--- config.mk ---
export PLATFORM = sky130hd
export DESIGN_NAME = mem_stage_skid_reg
export DESIGN_NICKNAME = d
export VERILOG_FILES = /design/src/rtl/arch_pipe_pkg.sv /design/src/rtl/stage_sat_counter.sv /design/src/rtl/mem_stage_skid_reg.sv
export SDC_FILE = /design/constraint.sdc
export NUM_CORES = 1
export LEC_CHECK = 0
export ABC_AREA = 1
export ABC_CLOCK_PERIOD_IN_PS = 5400
export CAP_MARGIN = 20
export CELL_PAD_IN_SITES_DETAIL_PLACEMENT = 0
export CELL_PAD_IN_SITES_GLOBAL_PLACEMENT = 1
export CORE_UTILIZATION = 35
export CTS_CLUSTER_SIZE = 16
export DETAILED_ROUTE_END_ITERATION = 6
export GPL_ROUTABILITY_DRIVEN = 0
export PLACE_DENSITY = 0.91
export SLEW_MARGIN = 20
export SYNTH_ARGS = -nofsm -noshare
export SYNTH_HDL_FRONTEND = slang
export SYNTH_SLANG_ARGS = --single-unit
--- constraint.sdc ---
create_clock -name clk -period 5.4 [get_ports clk]
set_input_delay 0.54 -clock clk [delete_from_list [all_inputs] [get_ports clk]]
set_output_delay 0.54 -clock clk [all_outputs]
set_load 0.005 [all_outputs]
--- src/rtl/arch_pipe_pkg.sv ---
// Shared MEM->WB payload types: the mem_pl_t beat layout and the skid FSM state encoding.
package arch_pipe_pkg;
  localparam int DATA_W = 32;
  localparam int DEST_W = 4;

  // Field order is the wire layout, MSB first.
  typedef struct packed {
    logic              wb_en;
    logic              mem_r_en;
    logic [DATA_W-1:0] alu_res;
    logic [DATA_W-1:0] mem_data;
    logic [DEST_W-1:0] dest;
  } mem_pl_t;

  typedef enum logic [1:0] {EMPTY, ONE, TWO} skid_state_e;
endpackage

--- src/rtl/stage_sat_counter.sv ---
// Saturating event counter: clear beats hold, hold beats increment, sticks at all-ones.
module stage_sat_counter #(
  parameter int CNT_W = 16
) (
  input  logic             clk,
  input  logic             rst,
  input  logic             inc,
  input  logic             clr,
  input  logic             hold,
  output logic [CNT_W-1:0] cnt
);
  logic [CNT_W-1:0] cnt_q, cnt_d;

  always_comb begin
    cnt_d = cnt_q;
    if (clr)                                   cnt_d = '0;
    else if (!hold && inc && (cnt_q != '1))    cnt_d = cnt_q + 1'b1;
  end

  always_ff @(posedge clk or posedge rst) begin
    if (rst) cnt_q <= '0;
    else     cnt_q <= cnt_d;
  end

  assign cnt = cnt_q;
endmodule

--- src/rtl/mem_stage_skid_reg.sv ---
// Two-entry elastic MEM->WB register with freeze and synchronous flush.
// Define STAGE_STATS_EN to build the stall/beat statistics counters; otherwise they read 0.
module mem_stage_skid_reg
  import arch_pipe_pkg::*;
#(
  parameter int DATA_W = 32,
  parameter int DEST_W = 4,
  parameter int CNT_W  = 16
) (
  input  logic             clk,
  input  logic             rst,
  input  logic             freeze,
  input  logic             flush,
  input  logic             in_valid,
  output logic             in_ready,
  input  mem_pl_t          in_pl,
  output logic             out_valid,
  input  logic             out_ready,
  output mem_pl_t          out_pl,
  output logic [CNT_W-1:0] stall_cnt,
  output logic [CNT_W-1:0] beat_cnt
);
  // The payload type comes from the package; a mismatched override is a build error.
  if (2 + 2*DATA_W + DEST_W != $bits(mem_pl_t)) begin : g_cfg_err
    $error("mem_stage_skid_reg: DATA_W/DEST_W disagree with arch_pipe_pkg");
  end

  skid_state_e state_q, state_d;
  mem_pl_t     main_q, main_d;
  mem_pl_t     skid_q, skid_d;
  logic        push, pop;

  assign in_ready  = (state_q != TWO) & ~freeze & ~flush;
  assign out_valid = (state_q != EMPTY);
  assign out_pl    = main_q;
  assign push      = in_valid & in_ready;
  assign pop       = out_valid & out_ready & ~freeze & ~flush;

  always_comb begin
    state_d = state_q;
    main_d  = main_q;
    skid_d  = skid_q;
    if (flush) begin
      state_d = EMPTY;
      main_d  = '0;
      skid_d  = '0;
    end else if (!freeze) begin
      unique case (state_q)
        EMPTY: if (push) begin
          state_d = ONE;
          main_d  = in_pl;
        end
        // With a simultaneous pop the new beat goes straight to main; skid stays unused.
        ONE: begin
          if (push && pop) main_d = in_pl;
          else if (push) begin
            state_d = TWO;
            skid_d  = in_pl;
          end else if (pop) state_d = EMPTY;
        end
        TWO: if (pop) begin
          state_d = ONE;
          main_d  = skid_q;
        end
        default: state_d = EMPTY;
      endcase
    end
  end

  always_ff @(posedge clk or posedge rst) begin
    if (rst) begin
      state_q <= EMPTY;
      main_q  <= '0;
      skid_q  <= '0;
    end else begin
      state_q <= state_d;
      main_q  <= main_d;
      skid_q  <= skid_d;
    end
  end

`ifdef STAGE_STATS_EN
  stage_sat_counter #(.CNT_W(CNT_W)) u_stall_cnt (
    .clk  (clk),
    .rst  (rst),
    .inc  (out_valid & ~out_ready),
    .clr  (flush),
    .hold (freeze),
    .cnt  (stall_cnt)
  );

  stage_sat_counter #(.CNT_W(CNT_W)) u_beat_cnt (
    .clk  (clk),
    .rst  (rst),
    .inc  (pop),
    .clr  (flush),
    .hold (freeze),
    .cnt  (beat_cnt)
  );
`else
  assign stall_cnt = '0;
  assign beat_cnt  = '0;
`endif
endmodule

* Word-level counts from Yosys, hierarchy flattened
Index checks and enable logic that the tools add are counted.
** Word-level totals
- Register bits :: 142
- Word-level logic and storage cells :: 56
- Output and inout bits :: 104
** Operators by class
- Muxes and demuxes :: 18
- Reductions and logical operators :: 9
- Bitwise gates (word level) :: 8
- Eq/ne operators :: 10
** Operators with widths (count)
- $mux 70 :: 9
- $pmux 70 s3 :: 1
- $mux 2 :: 7
- $ne 3x3->1 const B :: 4
- $reduce_and 5->1 :: 2
- $and 1x1->1 :: 6
- $pmux 2 s3 :: 1
- $reduce_bool 2->1 :: 3
- $ne 2x2->1 const B :: 2
- $ne 4x4->1 const B :: 1
- $reduce_and 4->1 :: 1
- $reduce_bool 4->1 :: 1
- $eq 2x1->1 const B :: 1
- $eq 2x2->1 const B :: 1
- $logic_not 2->1 :: 1
- $ne 2x1->1 const B :: 1
- $not 1->1 :: 2
- $logic_and 1x1->1 :: 1

* Longest topological paths before layout
Gate-level depths: netlist of the first run.
- Depth after elaboration :: 10
- Gate-level depth with buffers :: 10

* Worst setup path after synthesis of the first run
No wires, ideal clock.
- Kind :: in2out
- Start :: input port flush
- End :: output port in_ready
- Data required time :: 4.860 ns
- Cell stages on the path :: 3
- Data arrival time :: 1.116 ns
- Path slack :: 3.744 ns
- Path buffers :: 2
- Path through :: buf_2 -> clkbuf_1 -> nor3_1
** Between the ends
- Longest elaborated chain between the ends :: 2
** Ends and longest elaborated chain
- start, declared :: line mem_stage_skid_reg.sv:13 : input logic flush,
- $not 1->1 :: line mem_stage_skid_reg.sv:33 : assign in_ready = (state_q != TWO) & ~freeze & ~flush;
- $and 1x1->1 :: line mem_stage_skid_reg.sv:33
- end, declared :: line mem_stage_skid_reg.sv:15 : output logic in_ready,
Every way passes these cells.

* Final worst setup path of the first run
Same ends and word-level chain as after synthesis.

==> impl_results.md, run 1 <==
* Status: finished, final reports clean
* Total track usage at 0.187
* Sw Share at 0.260
* Crit path kind: input port to output pin
* I/O Buffers at 147
* 1st-pass router iterations at 6
* Clk network pwr share at 0.391
* I/O Pins at 180
* Final max-slew violation count at 0
* WL final at 17800 um
* Mean number of vias per cell at 4.66
* Vias in the first global route at 5670
* Layout area overhead at 29.4%
* Clock insertion delay at the later pin of the skew report at 410 ps
* Setup repair after global routing missed its margin: no
* Die area at 20200 sq um
* Combinational Power Share at 0.169
* Hpwl dp at 11300 um
* Final Instance Area at 8910 sq um
* Crit path max fanout at 55
* LEAKAGE at 4.44 nW
* Endpoint class of the critical path: output pin
* Peak supply drop at 194 uV
* Final WS setup at 2620 ps
* PwrDens at 306 nW/um^2
* WP data required at 4860 ps
* CTS buffer count at 17
* Core area at 19000 sq um
* Synth cell types at 21
* # rows at 50
* HP Class: input port to asynchronous set/reset pin
* Max cap viols at 0
* Post-CTS Resized at 0
* DIE HEIGHT at 142 um
* DR vias at 5924
* Max_slew headroom at 0.452
* P_int at 2.01 mW
* Final Setup Violations at 0
* Nets at 1074
* Post-Place Setup Slack at 2220 ps
* Setup total negative slack at 0 ps
* WHS at 433 ps
* First DRT Iteration DRCs at 307
* Die Span X at 142 um
* Post-Syn Area per Cell at 7.78 sq um
* CTS Buffer Depth at 2
* Final Hold Viols at 0
* Diodes inserted at 0
* Layout cells sized above 1 at 0.0475
* Final clock skew at 8.45 ps
* Number of warnings issued by yosys at 0
* WL per Instance at 14.0 um
* Worst Path Arrival at 2240 ps
* CTS Hold Bufs at 0
* TritonCTS clock tree: built
* Seq/Total Area, Yosys at 0.516
* Remaining global-route overflow at 0
* Worst slew pin tran at 819 ps
* Drt drc at 0
* Initial core utilization at 0.362
* Clock Sinks at 142
* Setup repair bufs after CTS at 0
* Tmin final at 2780 ps
* Pin count of the biggest net entering global routing at 108
* Post-Syn Area at 6890 sq um
* H-tree depth at 4
* Clock-pin transition on the worst setup and hold timing paths at 60 ps
* Sequential Power Share at 0.440
* Dpl cell area at 8350 sq um
* Gate Count Post-Synth at 885
* Post-route ant nets at 0
* Final Cycle Share at 0.514
* Net switching power at 0.710 mW
* CTS root buf: clkbuf_16
* Initial antenna violation count at 0
* First-pass GRT wire length at 29600 um
* FF+latch count, synth at 142
* CP startpoint kind: input port
* FMAX at 360 MHz
==> worst paths after layout <==
check	depth (start not counted)	slack (ps)	start	endpoint
max	4	2620	flush	in_ready
min	2	430	rst	skid_q[5]
max reg2reg	8	2890	state_q[0]	skid_q[41]
min reg2reg	2	470	skid_q[25]	skid_q[25]
max in group asynchronous	4	3740	rst	skid_q[6]
min in group clk	2	470	skid_q[25]	skid_q[25]
==> cell usage in the layout (no fill, tap or decap), types with 2 or more instances in the layout <==
cell type | netlist | final
inv_2 | 3 | 3
o21ai_0 | 29 | 29
dfrtp_1 | 142 | 142
clkbuf_8 | 0 | 4
nand3_1 | 99 | 99
nand2_2 | 2 | 2
o21ai_4 | 0 | 2
nand4_1 | 2 | 2
clkinv_2 | 0 | 3
inv_1 | 31 | 30
clkbuf_16 | 0 | 17
a21oi_1 | 48 | 48
nor2_1 | 28 | 28
clkdlybuf4s50_1 | 0 | 146
conb_1 | 1 | 32
a211oi_1 | 22 | 22
buf_4 | 38 | 10
clkinv_4 | 0 | 2
o21ai_1 | 18 | 18
nand2_1 | 360 | 359
clkbuf_1 | 15 | 6
==> synth_stat cells <==
library cell	number	area share
a211oi_1	22	0.024
a21oi_1	48	0.035
buf_1	4	0.0022
buf_2	38	0.028
buf_4	38	0.041
clkbuf_1	15	0.0082
conb_1	1	0.00054
dfrtp_1	142	0.52
inv_1	31	0.017
inv_2	3	0.0016
nand2_1	360	0.20
nand2_2	2	0.0018
nand3_1	99	0.072
nand4_1	2	0.0018
nor2_1	28	0.015
nor2_2	1	0.00091
nor3_1	1	0.00073
o21ai_0	29	0.021
o21ai_1	18	0.013
o21ai_2	2	0.0025
o31ai_1	1	0.0011
==> flip-flops by register name, indices dropped and copies added (netlist names) <==
register	cells
skid_q	70
out_pl	70
state_q	2
==> layer usage <==
| metal | share of wire | GRT usage | vias to the layer above |
|---|---|---|---|
| met2 | 0.46 | 0.297 | 148 |
| met1 | 0.48 | 0.255 | 2758 |
| met4 | 0.013 | 0.0560 | 0 |
| met3 | 0.045 | 0.0410 | 15 |
| li1 | - | - | 3003 |
| met5 | 0 | 0 | - |
==> worst max-delay path, cell delays in order <==
cell	delay, ps
buf_2	390
buf_4	580
nor3_1	210
clkdlybuf4s50_1	500
==> kinds of logic (layout without fill, tap and decap cells) <==
group / count (synthesis) / in the layout / share of synthesized area
AO/OA/AOI/OAI: 120 / 120 / 0.0967
buffers and inverters: 129 / 224 / 0.0979
flip-flops: 142 / 142 / 0.516
other: 1 / 32 / 0.000545
AND/OR/NAND/NOR: 493 / 493 / 0.289
==> power by group through the flow <==
| stage | Clock [mW] | Sequential, mW | Combinational, mW |
|---|---|---|---|
| 2_1_floorplan | 0 | 1.22 | 0.225 |
| 3_3_place_gp | 0 | 1.21 | 0.457 |
| 3_5_place_dp | 0 | 1.22 | 0.465 |
| 4_1_cts | 1.09 | 1.20 | 0.467 |
| 5_1_grt | 1.14 | 1.21 | 0.517 |
| 6_report | 1.07 | 1.20 | 0.460 |
==> stage by stage <==
step,instances,util,power (mW)
floorplan,916,-,1.44
global placement,1238,0.439,1.67
detailed placement,1238,0.439,1.68
CTS,1270,0.467,2.76
global route,1271,0.469,2.86
finish,1271,0.469,2.72
==> area by class of cell <==
type	count	area, sq um
repair buffers	158	1570
well taps	260	325
inverters	34	133
flip-flops and latches	142	3550
fillers	1940	10100
clock buffers	27	503
multi-input cells	645	2800
clock inverters	5	31.3
(Power assumes the default switching activity.)
==> run 2: changes to the inputs <==
--- a/config.mk
+++ b/config.mk
@@ -6,7 +6,7 @@
 export NUM_CORES = 1
 export LEC_CHECK = 0
 export ABC_AREA = 1
-export ABC_CLOCK_PERIOD_IN_PS = 5400
+export ABC_CLOCK_PERIOD_IN_PS = 2700
 export CAP_MARGIN = 20
 export CELL_PAD_IN_SITES_DETAIL_PLACEMENT = 0
 export CELL_PAD_IN_SITES_GLOBAL_PLACEMENT = 1
==> constraint.sdc (replaced) <==
create_clock -name clk -period 2.7 [get_ports clk]
set_input_delay 0.27 -clock clk [delete_from_list [all_inputs] [get_ports clk]]
set_output_delay 0.27 -clock clk [all_outputs]
set_load 0.005 [all_outputs]
==> run 2 against run 1 <==
Worst hold slack worse by 110 ps. Cell count rose by 0.39%. Routed wire length grew 2.6%. Clock-buffer cell count down 5. Design area grew 1.6%. Global-route usage grew 0.32 points. Combinational power rose by 100%. Sequential cell count unchanged. First-iteration DRC count grew 7.8%. Die area did not move. Critical path type is now flip-flop to output pin.
==> impl_results.md, run 2 (same netlist as run 1, synthesis figures left out) <==
* Remaining global-route overflow at 0
* Drt drc at 0
* Pin count of the biggest net entering global routing at 143
* LEAKAGE at 4.50 nW
* Area of the multi-input gates at 2800 sq um
* R2R Setup Slk at 740 ps
* DR vias at 6064
* Clock insertion delay at the later pin of the skew report at 420 ps
* Layout cells sized above 1 at 0.0571
* Endpoint class of the critical path: output pin
* WP data required at 2430 ps
* Most common cell after layout, fill and taps aside: nand2_1
* Final Instance Area at 9050 sq um
* Setup repair bufs after CTS at 0
* H-tree depth at 4
* Vias in the first global route at 5714
* FMAX at 454 MHz
* Die area at 20200 sq um
* WHS at 325 ps
* First-pass GRT wire length at 30000 um
* Crit path kind: flip-flop to output pin
* Worst Path Arrival at 1930 ps
* Final max-slew violation count at 0
* First DRT Iteration DRCs at 331
* I/O Pins at 180
* Diodes inserted at 0
* Tmin final at 2200 ps
* Hpwl dp at 11100 um
* HP Class: input port to asynchronous set/reset pin
* DIE HEIGHT at 142 um
* Final WS setup at 497 ps
* CTS Buffer Depth at 2
* Core area at 19000 sq um
* CTS buffer count at 17
* Status: finished, final reports clean
* Fillcell total at 1884
* Final Cycle Share at 0.816
* Final Hold Viols at 0
* CTS root buf: clkbuf_16
* CP startpoint kind: flip-flop
* Final Setup Violations at 0
* # rows at 50
* Peak supply drop at 412 uV
* CP Cell Sequence: inv_2, nand2_4, inv_2, nor3_1, clkdlybuf4s50_1
* Final clock skew at 8.16 ps
* 1st-pass router iterations at 4
* Most frequent cells in the layout: nand2_1 (359), clkdlybuf4s50_1 (146), dfrtp_1 (142)
* Post-Place Setup Slack at 441 ps
* Setup repair after global routing missed its margin: no
* Worst slew pin tran at 886 ps
* R2r worst-path depth at 10
* Initial antenna violation count at 0
* Die Span X at 142 um
* Max_slew headroom at 0.409
* Post-CTS Resized at 0
* PwrDens at 639 nW/um^2
* Slowest stage delay, CP at 620 ps
* Post-route ant nets at 0
* Total track usage at 0.190
* Dpl cell area at 8430 sq um
* Cell repeated most along the worst path: inv_2
* Setup total negative slack at 0 ps
* WL final at 18300 um
* FF-to-FF End: out_pl[64]
* Layout area overhead at 31.4%
* WL per Instance at 14.3 um
* I/O Buffers at 147
* Max cap viols at 0
* Initial core utilization at 0.362
* Reg area at 3550 sq um
* Max stage delay cell, worst path: clkdlybuf4s50_1
* Reg2reg start: state_q[0]
* Clock-pin transition on the worst setup and hold timing paths at 60 ps
* Clock Sinks at 142
* Crit path max fanout at 5
* Mean number of vias per cell at 4.75
* Nets at 1079
* CTS Hold Bufs at 0
* TritonCTS clock tree: built
run 2: worst max-delay path: cells and delay by family (launching register included):
family                 cells  cell delay, ps
buffers and inverters      3             750
flip-flops                 1             440
AND/OR/NAND/NOR            2             330
run 2: where the power goes:
| group | total (mW) | internal, mW | switching [mW] |
|---|---|---|---|
| clock | 2.45 | 1.55 | 0.907 |
| sequential | 2.40 | 2.30 | 0.0980 |
| combinational | 0.931 | 0.465 | 0.466 |
run 2: metrics by stage:
step                power (mW)  instances  utilization
finish                    5.78       1276        0.476
global route              6.06       1276        0.476
detailed placement        3.38       1244        0.443
CTS                       5.85       1276        0.476
floorplan                 2.88        916            -
global placement          3.37       1244        0.443
run 2: worst max-delay path by stage:
stage                       to        from  depth (start not counted)  slack, ps
CTS                   in_ready  state_q[0]                          5        440
global route          in_ready  state_q[0]                          5        380
floorplan            out_pl[0]         rst                          1        650
global placement    out_pl[24]      freeze                          8        480
detailed placement  out_pl[25]      freeze                          8        440
finish                in_ready  state_q[0]                          5        500
run 2: final cells by class:
class                           count  area share
Clock inverter                     10      0.0149
Sequential cell                   142       0.393
Inverter                           34      0.0145
Multi-Input combinational cell    645       0.309
Tap cell                          260      0.0359
Timing Repair Buffer              163       0.179
Clock buffer                       22      0.0535
run 2: metal layers:
metal | up-vias | wire length [um] | part of all wire | GRT usage
li1 | 3013 | - | - | -
met1 | 2859 | 8430 | 0.46 | 0.261
met2 | 177 | 8600 | 0.47 | 0.299
met3 | 15 | 1040 | 0.057 | 0.0394
met4 | 0 | 201 | 0.011 | 0.0617
met5 | - | 0 | 0 | 0
==> RTL edit (flow settings as in run 1) <==
Add a define of `STAGE_STATS_EN`.
--- a/src/rtl/mem_stage_skid_reg.sv
+++ b/src/rtl/mem_stage_skid_reg.sv
@@ -2,2 +2,4 @@
 // Define STAGE_STATS_EN to build the stall/beat statistics counters; otherwise they read 0.
+`define STAGE_STATS_EN
+
 module mem_stage_skid_reg
Check against the original RTL: not equivalent (a bounded check fails within 4 cycles, from zero or initial values and one cycle with rst high).
==> RTL edit against run 1 <==
First-iteration DRC count rose by 53%; clock skew rose by 0.0022 ns; largest power group unchanged; area after synthesis up 23%; cell area rose by 23%; sequential cell count grew 32; core utilization shrank 0.37 points; synthesized cell count grew 16%; critical endpoint is now out_pl[23]; worst setup slack worse by 0.31 ns; total power is 16% higher; routed wire length increased by 20%; worst hold slack better by 0.045 ns; final cell count grew 18%; sequential share of layout area shrank 0.091 points; maximum frequency shrank 10%; largest cell class unchanged.
==> RTL edit: results (changes against run 1) <==
| Metric | Value |
|---|---|
| Status | `finished clean (unchanged)` |
| Port buffer count | `179 (was 147)` |
| Post-synth cell types | `33 (was 21)` |
| Antenna violations before repair | `0 (unchanged)` |
| # Post-CTS Setup Buffers | `0 (unchanged)` |
| DRT Wirelength | `21320 um (was 17810 um)` |
| Slew @ Worst Pin | `1.010 ns (was 0.8192 ns)` |
| Worst skew pair latency | `0.42 ns` |
| Syn nets | `1105` |
| Reg2Reg Depth | `10 (was 8)` |
| Static Leak | `4.940 nW (was 4.444 nW)` |
| Layout cell share with drive strength beyond 1 | `0.07595 (was 0.04748)` |
| Post-synth ARST share | `1.000 (unchanged)` |
| Worst Hold Class | `flip-flop to flip-flop (was input pin to asynchronous set/reset pin)` |
| Clk buf depth | `2 (unchanged)` |
| Reg clk slew, reported paths | `0.07 ns` |
| Total CTS buffers | `17 (unchanged)` |
| Filler Cell Count | `2353 (was 1940)` |
| Most frequent cells after synthesis | `nand2_1 (272), dfrtp_1 (174), inv_1 (106) (was nand2_1 (360), dfrtp_1 (142), nand3_1 (99))` |
| First drt pass iteration count | `4 (was 6)` |
| CP startpoint | `state_q[0] (was flush)` |
| Pin count of the biggest net entering global routing | `105 (was 108)` |
| Tmin final | `3.090 ns (was 2.776 ns)` |
| Reg-to-reg slack, setup | `2.31 ns (was 2.89 ns)` |
| Worst Path Max Fanout | `87 (was 55)` |
| Dpl hpwl | `13770 um (was 11270 um)` |
| Root Driver | `clkbuf_16 (unchanged)` |
| Peak supply drop | `0.1739 mV (was 0.1945 mV)` |
| Antenna diode count | `0 (unchanged)` |
| Setup WS pre-CTS | `1.900 ns (was 2.224 ns)` |
| Register area share after synthesis | `0.5153 (was 0.5161)` |
| Ranking of synthesized cells by area | `dfrtp_1 (52%), nand2_1 (12%), o21ai_1 (6.2%) (was dfrtp_1 (52%), nand2_1 (20%), nand3_1 (7.2%))` |
| Net count, final | `1250 (was 1074)` |
| First-pass GRT wire length | `35410 um (was 29610 um)` |
| Vias in the first global route | `6949 (was 5670)` |
| Setup crit end | `out_pl[23] (was in_ready)` |
| Top-count cell post-synth | `nand2_1 (unchanged)` |
| Clock Skews | `0.01065 ns (was 0.008448 ns)` |
| Via/cell ratio | `4.852 (was 4.661)` |
| Htree depth | `4 (unchanged)` |
| CP arrival | `3.43 ns (was 2.24 ns)` |
| Initial DRC count | `469 (was 307)` |
| Synth warnings | `0 (unchanged)` |
| GR Util All Layers | `0.1807 (was 0.1871)` |
-- RTL edit: stage by stage --
stage	cells	cell area (um2)
after floorplan	1027	8449
after global placement	1472	10320
after detailed placement	1472	10320
after CTS	1504	10940
after global routing	1504	10940
final	1504	10940
-- RTL edit: routing by layer --
metal / part of all wire / vias up / track usage
met5: 0 / - / 0
met4: 0.012 / 0 / 0.04854
met3: 0.072 / 14 / 0.04075
met2: 0.46 / 213 / 0.2861
met1: 0.46 / 3435 / 0.2478
li1: - / 3636 / -
-- RTL edit: how the worst min path moves through the flow --
stage                     from    endpoint  slack [ns]  depth (start not counted)
floorplan           skid_q[61]  skid_q[61]        0.44                          2
global placement    skid_q[61]  skid_q[61]        0.46                          2
detailed placement  skid_q[61]  skid_q[61]        0.47                          2
CTS                 skid_q[61]  skid_q[61]        0.48                          2
global route        skid_q[38]  skid_q[38]        0.51                          2
finish              skid_q[61]  skid_q[61]        0.48                          2
-- RTL edit: where the power goes --
group | internal [mW] | switching, mW
registers | 1.38 | 0.0489
logic | 0.231 | 0.235
clock network | 0.674 | 0.598
total | 2.29 | 0.882
-- RTL edit: area by class of cell --
type                    count  area, um2  share of cell area
flip-flops and latches    174       4354              0.3979
multi-input cells         685       3311              0.3025
repair buffers            184       1839              0.1681
clock buffers              17      425.4             0.03887
inverters                 110      417.9             0.03818
well taps                 319      399.1             0.03647
clock inverters            15      197.7             0.01806
-- RTL edit: worst max-delay path: stages, from the launching register on --
cell	delay [ns]
dfrtp_1	0.43
inv_2	0.13
nand2_4	0.36
o21ai_1	0.26
inv_1	0.08
nand2_1	0.07
nand2_2	0.07
nand2_4	0.73
buf_4	0.62
nand2_1	0.14
o21ai_2	0.08
-- RTL edit: logic make-up after synthesis --
| group | Yosys count | synth area share |
|---|---|---|
| adder cells (fa/ha/maj) | 2 | 0.002961 |
| flip-flops | 174 | 0.5153 |
| AND/OR/NAND/NOR | 376 | 0.1857 |
| buffers and inverters | 168 | 0.09433 |
| XOR/XNOR | 8 | 0.008293 |
| AO/OA/AOI/OAI | 299 | 0.1934 |
